### config.mk
export PLATFORM = sky130hd
export DESIGN_NAME = request_unit
export DESIGN_NICKNAME = d
export VERILOG_FILES = /design/src/rtl/request_unit.sv
export SDC_FILE = /design/constraint.sdc
export NUM_CORES = 1
export LEC_CHECK = 0
export ABC_AREA = 0
export CAP_MARGIN = 40
export CORE_ASPECT_RATIO = 0.75
export CORE_MARGIN = 2
export CORE_UTILIZATION = 40
export CTS_CLUSTER_SIZE = 28
export DETAILED_ROUTE_END_ITERATION = 8
export GPL_TIMING_DRIVEN = 1
export HOLD_SLACK_MARGIN = 0.1
export PLACE_DENSITY = 0.73
export SYNTH_ARGS = -nofsm -noshare
export SYNTH_HDL_FRONTEND = slang
export SYNTH_SLANG_ARGS = --single-unit
export TNS_END_PERCENT = 5
### constraint.sdc
create_clock -name CLK -period 6 [get_ports CLK]
set_clock_uncertainty 0.05 [all_clocks]
set_input_delay 1.8 -clock CLK [delete_from_list [all_inputs] [get_ports CLK]]
set_output_delay 1.8 -clock CLK [all_outputs]
set_load 0.02 [all_outputs]
### src/rtl/request_unit.sv
// Request sequencer between the decoded control word and the memory controller.
// Runs fetch/data phases, gates the PC, and keeps halt, watchdog and retire count.
module request_unit #(
   parameter int TIMEOUT_CYCLES = 1024,
   parameter int CNT_W          = 32
) (
   input  logic             CLK,
   input  logic             RST,
   input  logic             cu_iREN,
   input  logic             cu_dREN,
   input  logic             cu_dWEN,
   input  logic             cu_halt,
   input  logic             ihit,
   input  logic             dhit,
   output logic             imemREN,
   output logic             dmemREN,
   output logic             dmemWEN,
   output logic             pc_en,
   output logic             halt,
   output logic             timeout,
   output logic [CNT_W-1:0] instr_count
);

   localparam int STALL_W = (TIMEOUT_CYCLES > 1) ? $clog2(TIMEOUT_CYCLES) : 1;
   localparam logic [STALL_W-1:0] STALL_MAX = STALL_W'(TIMEOUT_CYCLES - 1);

   typedef enum logic [1:0] {
      FETCH  = 2'd0,
      DATA   = 2'd1,
      HALTED = 2'd2
   } state_t;

   state_t             state;
   logic               dRenQ;
   logic               dWenQ;
   logic [STALL_W-1:0] stallCnt;

   logic inFetch;
   logic inData;
   logic fetchDone;
   logic fetchRetire;
   logic fetchMem;
   logic dataRetire;
   logic stalling;

   assign inFetch     = (state == FETCH);
   assign inData      = (state == DATA);
   assign fetchDone   = inFetch && ihit;
   assign fetchRetire = fetchDone && !cu_halt && !cu_dREN && !cu_dWEN;
   assign fetchMem    = fetchDone && !cu_halt && (cu_dREN || cu_dWEN);
   assign dataRetire  = inData && dhit;
   assign stalling    = (inFetch && !ihit) || (inData && !dhit);

   // RST gates the fetch request and commit pulse directly so neither leaks out during reset.
   assign imemREN = inFetch && cu_iREN && !RST;
   assign dmemREN = inData && dRenQ;
   assign dmemWEN = inData && dWenQ;
   assign pc_en   = (fetchRetire || dataRetire) && !RST;
   assign halt    = (state == HALTED);

   always_ff @(posedge CLK or posedge RST) begin
      if (RST) begin
         state       <= FETCH;
         dRenQ       <= 1'b0;
         dWenQ       <= 1'b0;
         stallCnt    <= '0;
         timeout     <= 1'b0;
         instr_count <= '0;
      end else begin
         case (state)
            FETCH: begin
               if (fetchDone && cu_halt) begin
                  state <= HALTED;
               end else if (fetchMem) begin
                  // A combined read+write request is treated as a write.
                  state <= DATA;
                  dWenQ <= cu_dWEN;
                  dRenQ <= cu_dREN && !cu_dWEN;
               end
            end
            DATA: begin
               if (dhit) begin
                  state <= FETCH;
                  dRenQ <= 1'b0;
                  dWenQ <= 1'b0;
               end
            end
            HALTED: begin
               state <= HALTED;
            end
            default: begin
               state <= FETCH;
            end
         endcase

         // Watchdog counter saturates at its trip point rather than wrapping.
         if (stalling) begin
            if (stallCnt == STALL_MAX) begin
               timeout <= 1'b1;
            end else begin
               stallCnt <= stallCnt + STALL_W'(1);
            end
         end else begin
            stallCnt <= '0;
         end

         if (pc_en) begin
            instr_count <= instr_count + CNT_W'(1);
         end
      end
   end

endmodule

==> impl_metrics.yaml, run 1 <==
run_status:
  status: "completed"
routing:
  drt-pass1-iter-count: 4
  initialDrtViolationCount: 128
  vias_per_cell: 5.44
  antenna_left: 0
  wl_met3_um: 197
  via_count: 1919
  dr.max_layer_used: "met4"
  routedWlPerCell_um: 14.6
  wl_met1_mm: 2.61
  finalWirelength_mm: 5.14
  dr_wl_met2_mm: 2.21
  drc: 0
global_route:
  grt_first_pass_wirelength_mm: 9.12
  grt_pass1_vias: 1863
  overflow: 0
  grt_max_degree: 48
  grt_antenna_before_repair: 0
  grtUsageTotal_pct: 17.4
logic_synthesis:
  synth_most_common_cell: "dfrtp_1"
  syn_inst: 228
  ys_seq_area_share_pct: 49.7
  async_reset_ff_share_pct: 100
  synth_area_mm2: 0.00237
  synth.largest_area_cell: "dfrtp_1"
  ys_top_cells_by_area: "dfrtp_1, xor2_1, nor3_1"
  ys_seq_elements: 47
  synth-edff-count: 0
  syn_area_per_cell_um2: 10.4
  syn_nets: 238
  yosysUniqueCellTypes: 41
  synth-main-ff-cell: "dfrtp_1"
  synth_top_area_share_pct: 49.7
  synth_common_cells: "dfrtp_1, xor2_1, nor3_1, nand2_1, nand4_1"
  yosysWarnings: 0
setup_path:
  crit_arrival_ns: 3.47
  critPathRequiredTime_ns: 4.15
  setup.worst_path.class: "input pin to output pin"
  start_kind: "input pin"
  end_kind: "output pin"
  critPathMaxFanout: 6
power_and_ir_drop:
  power.share.clock_pct: 34.7
  sequentialPowerShare_pct: 51.4
  combPwrFrac_pct: 13.9
  p_sw_w: 0.000182
  powerDensity_mw_per_mm2: 233
  internal_power_w: 0.000519
  switching_share_pct: 25.9
  ir_worst_vdd_mv: 0.198
  leakagePower_nw: 1.39
die:
  die_height_um: 70.6
  fp.dieArea_mm2: 0.00655
  rows: 24
  coreArea_mm2: 0.00577
  start_util_pct: 41.0
  ios: 46
  die_w_um: 92.8
clock_tree:
  path_clk_slew_ns: 0.08
  cts_buffer_depth: 2
  htreeDepth: 2
  insertion_delay_ns: 0.31
  cts-root-buf: "clkbuf_8"
  cts_setup_buffers: 0
  cts_tree: "built"
  post_cts_resized: 0
  postCtsHoldBufs: 0
  cts.sinks: 47
  cts_buffers: 5
placed_design:
  hpwl_mm: 3.63
  place_area_mm2: 0.00289
  gp_congestion: 0.837
  numPortBuffers: 45
  placed_cells: 345
timing:
  drv_slew: 0
  setup_violations: 0
  post-route-period-util_pct: 88.7
  hold_viol_final: 0
  whs_ns: 0.419
  tightestPinTransition_ns: 0.693
  max_freq_ghz: 0.188
  rsz0062_at_grt: "false"
  fin_setup_tns_ns: 0
  min_period_ns: 5.32
  slew_headroom_pct: 53.5
finish:
  drive_gt1_share_pct: 5.45
  fin_area_mm2: 0.00301
  fin_cells: 353
  fillers: 523
  layout.nets: 284
  syn_to_final_growth_pct: 27.0
  antennaDiodeCount: 0
worst_hold_path:
  hp-class: "register to register"
job:
  drv_cap: 0
-- path summary, 6_finish.rpt --
path / start / endpoint / cells past startpoint / slack (ns)
setup reg to reg: state[1]$_DFFE_PP0P_ / instr_count[30]$_DFFE_PP0P_ / 5 / 3.91
hold reg to reg: timeout$_DFFE_PP0P_ / timeout$_DFFE_PP0P_ / 1 / 0.42
hold / removal: timeout$_DFFE_PP0P_ / timeout$_DFFE_PP0P_ / 1 / 0.42
setup / recovery: ihit / pc_en / 5 / 0.68
max in group asynchronous: RST / stallCnt[7]$_DFFE_PP0N_ / 3 / 3.51
min in group asynchronous: RST / stallCnt[0]$_DFFE_PP0N_ / 3 / 1.99
-- registers in the layout, summed over array words and instances, names as in the netlist --
name	count
dWenQ	1
timeout	1
instr_count	32
dRenQ	1
state	2
stallCnt	10
-- cells by family after synthesis --
group | synth area share (%)
buffers and inverters | 2.54
AND/OR/NAND/NOR | 26.7
multiplexers | 0.899
flip-flops | 49.7
adder cells (fa/ha/maj) | 1.06
AO/OA/AOI/OAI | 6.93
XOR/XNOR | 12.2
-- through the flow --
step / setup WS, ns / power, W / util [%]
finish: 0.676 / 0.000701 / 52.1
global route: 0.581 / 0.000735 / 52.1
CTS: 0.666 / 0.000709 / 52.1
detailed placement: 0.674 / 0.000465 / 50.1
global placement: 0.715 / 0.000463 / 50.1
floorplan: 0.576 / 0.000418 / -
-- layout by cell type, fill, tap and decap left out, drive strengths merged, types with 2 or more instances in the layout --
cell type / n
nand2: 16
and2: 4
nor2: 10
and3: 7
nor4b: 4
clkdlybuf4s50: 45
inv: 5
a211oi: 2
nand4: 12
nand3: 9
nor3: 17
nor2b: 3
ha: 2
xor2: 30
nor4: 7
a31oi: 3
xnor2: 3
a21oi: 5
and4: 8
clkbuf: 6
o21ai: 6
or3: 3
dfrtp: 47
nor3b: 4
buf: 2
-- critical path: stages --
cell             delay [ns]
clkdlybuf4s50_1        0.49
nor4b_4                0.37
a32oi_2                0.13
inv_1                  0.09
clkdlybuf4s50_1        0.59
-- final cells by class --
type | count | area (µm²) | area share, %
Timing Repair Buffer | 47 | 465 | 15.5
Tap cell | 78 | 97.6 | 3.25
Multi-Input combinational cell | 168 | 1130 | 37.6
Sequential cell | 47 | 1180 | 39.1
Inverter | 5 | 18.8 | 0.624
Clock buffer | 6 | 82.6 | 2.75
Clock inverter | 2 | 35.0 | 1.17
-- power by group through the flow --
| stage | Clock [W] | Sequential, W | Combinational [W] |
|---|---|---|---|
| floorplan | 0 | 0.000374 | 0.0000441 |
| global placement | 0 | 0.000366 | 0.0000972 |
| detailed placement | 0 | 0.000366 | 0.0000981 |
| CTS | 0.000250 | 0.000361 | 0.0000990 |
| global route | 0.000261 | 0.000365 | 0.000108 |
| finish | 0.000243 | 0.000360 | 0.0000971 |
-- layer usage --
metal  track usage [%]  up-vias
met4              7.35        0
met5                 0        -
met1              26.8      936
met2              23.8       51
met3              3.62       12
li1                  -      920
(Power assumes the default switching activity.)
==> run 2, diff against run 1 <==
- CTS_CLUSTER_SIZE: 28 -> 30
- SKIP_LAST_GASP: unset -> 1
==> results of run 2 <==
No change in the layout: final DEF, timing and power equal those of run 1.
==> run 3, diff against run 2 <==
- CORE_UTILIZATION: 40 -> 51
- MAX_ROUTING_LAYER: unset -> met4
- PLACE_DENSITY: 0.73 -> 0.88
- SLEW_MARGIN: unset -> 0
==> run 3 against run 2 <==
Effect of this change:
- sequential cell count unchanged
- fmax increased by 0.53%
- non-clock buffer count unchanged
- sequential power about the same
- worst hold slack improved by 0.0027 ns
- cell count decreased by 6.2%
- via count increased by 0.26%
- clock power decreased by 7%
- critical endpoint unchanged
- highest routed layer unchanged
==> impl_metrics.yaml, run 3 (same netlist as run 1, synthesis figures left out) <==
setup_path:
  start_kind: "input pin"
  critPathRequiredTime_ns: 4.15
  crit_arrival_ns: 3.45
  rr_startpoint: "state[1]$_DFFE_PP0P_"
  setup.worst_path.class: "input pin to output pin"
  cp-startpoint: "ihit"
  end_kind: "output pin"
  critPathMaxFanout: 6
finish:
  layout.nets: 284
  syn_to_final_growth_pct: 25.3
  largest_register_ffs: 32
  final_common_cell: "dfrtp_1"
  antennaDiodeCount: 0
  final_util_pct: 66.4
  fin_area_mm2: 0.00296
  final_cell_mix: "dfrtp_1, clkdlybuf4s50_1, xor2_1"
  drive_gt1_share_pct: 4.74
  top_register: "instr_count"
  reg_top3: "instr_count: 32 flops, stallCnt: 10 flops, state: 2 flops"
worst_hold_path:
  min_from: "timeout$_DFFE_PP0P_"
  hp-class: "register to register"
timing:
  max_freq_ghz: 0.189
  whs_ns: 0.421
  min_period_ns: 5.30
  fin_setup_tns_ns: 0
  rsz0062_at_grt: "false"
  hold_viol_final: 0
  tightestPinTransition_ns: 0.602
  slew_headroom_pct: 59.6
  post-route-period-util_pct: 88.3
  layout_setup_ws_ns: 0.704
  drv_slew: 0
  setup_violations: 0
power_and_ir_drop:
  sequentialPowerShare_pct: 52.8
  switching_share_pct: 25.9
  p_sw_w: 0.000177
  combPwrFrac_pct: 14.1
  power.share.clock_pct: 33.1
  powerDensity_mw_per_mm2: 230
  leakagePower_nw: 1.38
  ir_worst_vdd_mv: 0.177
  internal_power_w: 0.000506
placed_design:
  place_area_mm2: 0.00286
  hpwl_mm: 3.43
  dp_slack_ns: 0.707
  gp_congestion: 0.838
  numPortBuffers: 45
routing:
  vias_per_cell: 5.81
  wl_met3_um: 299
  finalWirelength_mm: 5.09
  antenna_left: 0
  initialDrtViolationCount: 187
  wl_met1_mm: 2.47
  drt-pass1-iter-count: 4
  drc: 0
  routedWlPerCell_um: 15.4
  via_count: 1924
  dr.max_layer_used: "met4"
  dr_wl_met2_mm: 2.23
clock_tree:
  post_cts_resized: 0
  cts.sinks: 47
  cts_buffers: 5
  cts-root-buf: "clkbuf_8"
  path_clk_slew_ns: 0.08
  cts_setup_buffers: 0
  cts_buffer_depth: 2
  insertion_delay_ns: 0.30
  cts_tree: "built"
  postCtsHoldBufs: 0
  htreeDepth: 2
job:
  drv_cap: 0
die:
  die_w_um: 82.7
  fp.dieArea_mm2: 0.00521
  ios: 46
  die_height_um: 63.0
  coreArea_mm2: 0.00447
  start_util_pct: 53.0
  rows: 21
run_status:
  status: "completed"
global_route:
  grt_max_degree: 48
  grt_first_pass_wirelength_mm: 8.95
  grtUsageTotal_pct: 22.8
  overflow: 0
  grt_pass1_vias: 1853
  grt_antenna_before_repair: 0
==> run 3: power groups by stage <==
| stage | combinational (W) | sequential (W) | clock (W) |
|---|---|---|---|
| 2_1_floorplan | 0.0000441 | 0.000374 | 0 |
| 3_3_place_gp | 0.0000956 | 0.000366 | 0 |
| 3_5_place_dp | 0.0000967 | 0.000366 | 0 |
| 4_1_cts | 0.0000972 | 0.000361 | 0.000229 |
| 5_1_grt | 0.000106 | 0.000364 | 0.000244 |
| 6_report | 0.0000960 | 0.000361 | 0.000226 |
==> run 3: through the flow <==
step	total power (W)	instances
CTS	0.000687	331
global route	0.000714	331
detailed placement	0.000463	324
global placement	0.000462	324
finish	0.000683	331
floorplan	0.000418	228
==> run 3: final cells by class <==
type / count / area, µm²
Fill cell: 345 / 1500
Sequential cell: 47 / 1180
Multi-Input combinational cell: 168 / 1130
Timing Repair Buffer: 47 / 465
Clock buffer: 6 / 72.6
Tap cell: 57 / 71.3
Clock inverter: 1 / 30.0
Inverter: 5 / 18.8
==> run 3: worst paths after layout <==
check / to / slack, ns / cells past startpoint
max: pc_en / 0.70 / 5
min: timeout$_DFFE_PP0P_ / 0.42 / 1
max reg2reg: instr_count[27]$_DFFE_PP0P_ / 3.95 / 5
min reg2reg: timeout$_DFFE_PP0P_ / 0.42 / 1
max in group asynchronous: stallCnt[2]$_DFFE_PP0N_ / 3.51 / 3
min in group asynchronous: state[0]$_DFFE_PP0P_ / 1.98 / 3
==> run 3: worst max-delay path: stages <==
cell	delay (ns)
clkdlybuf4s50_1	0.49
nor4b_4	0.35
a32oi_2	0.11
inv_1	0.08
clkdlybuf4s50_1	0.60
==> run 3: layer usage <==
| layer | up-vias | track usage (%) |
|---|---|---|
| li1 | 925 | - |
| met1 | 931 | 33.9 |
| met2 | 58 | 30.4 |
| met3 | 10 | 5.35 |
| met4 | 0 | 7.99 |
| met5 | - | - |
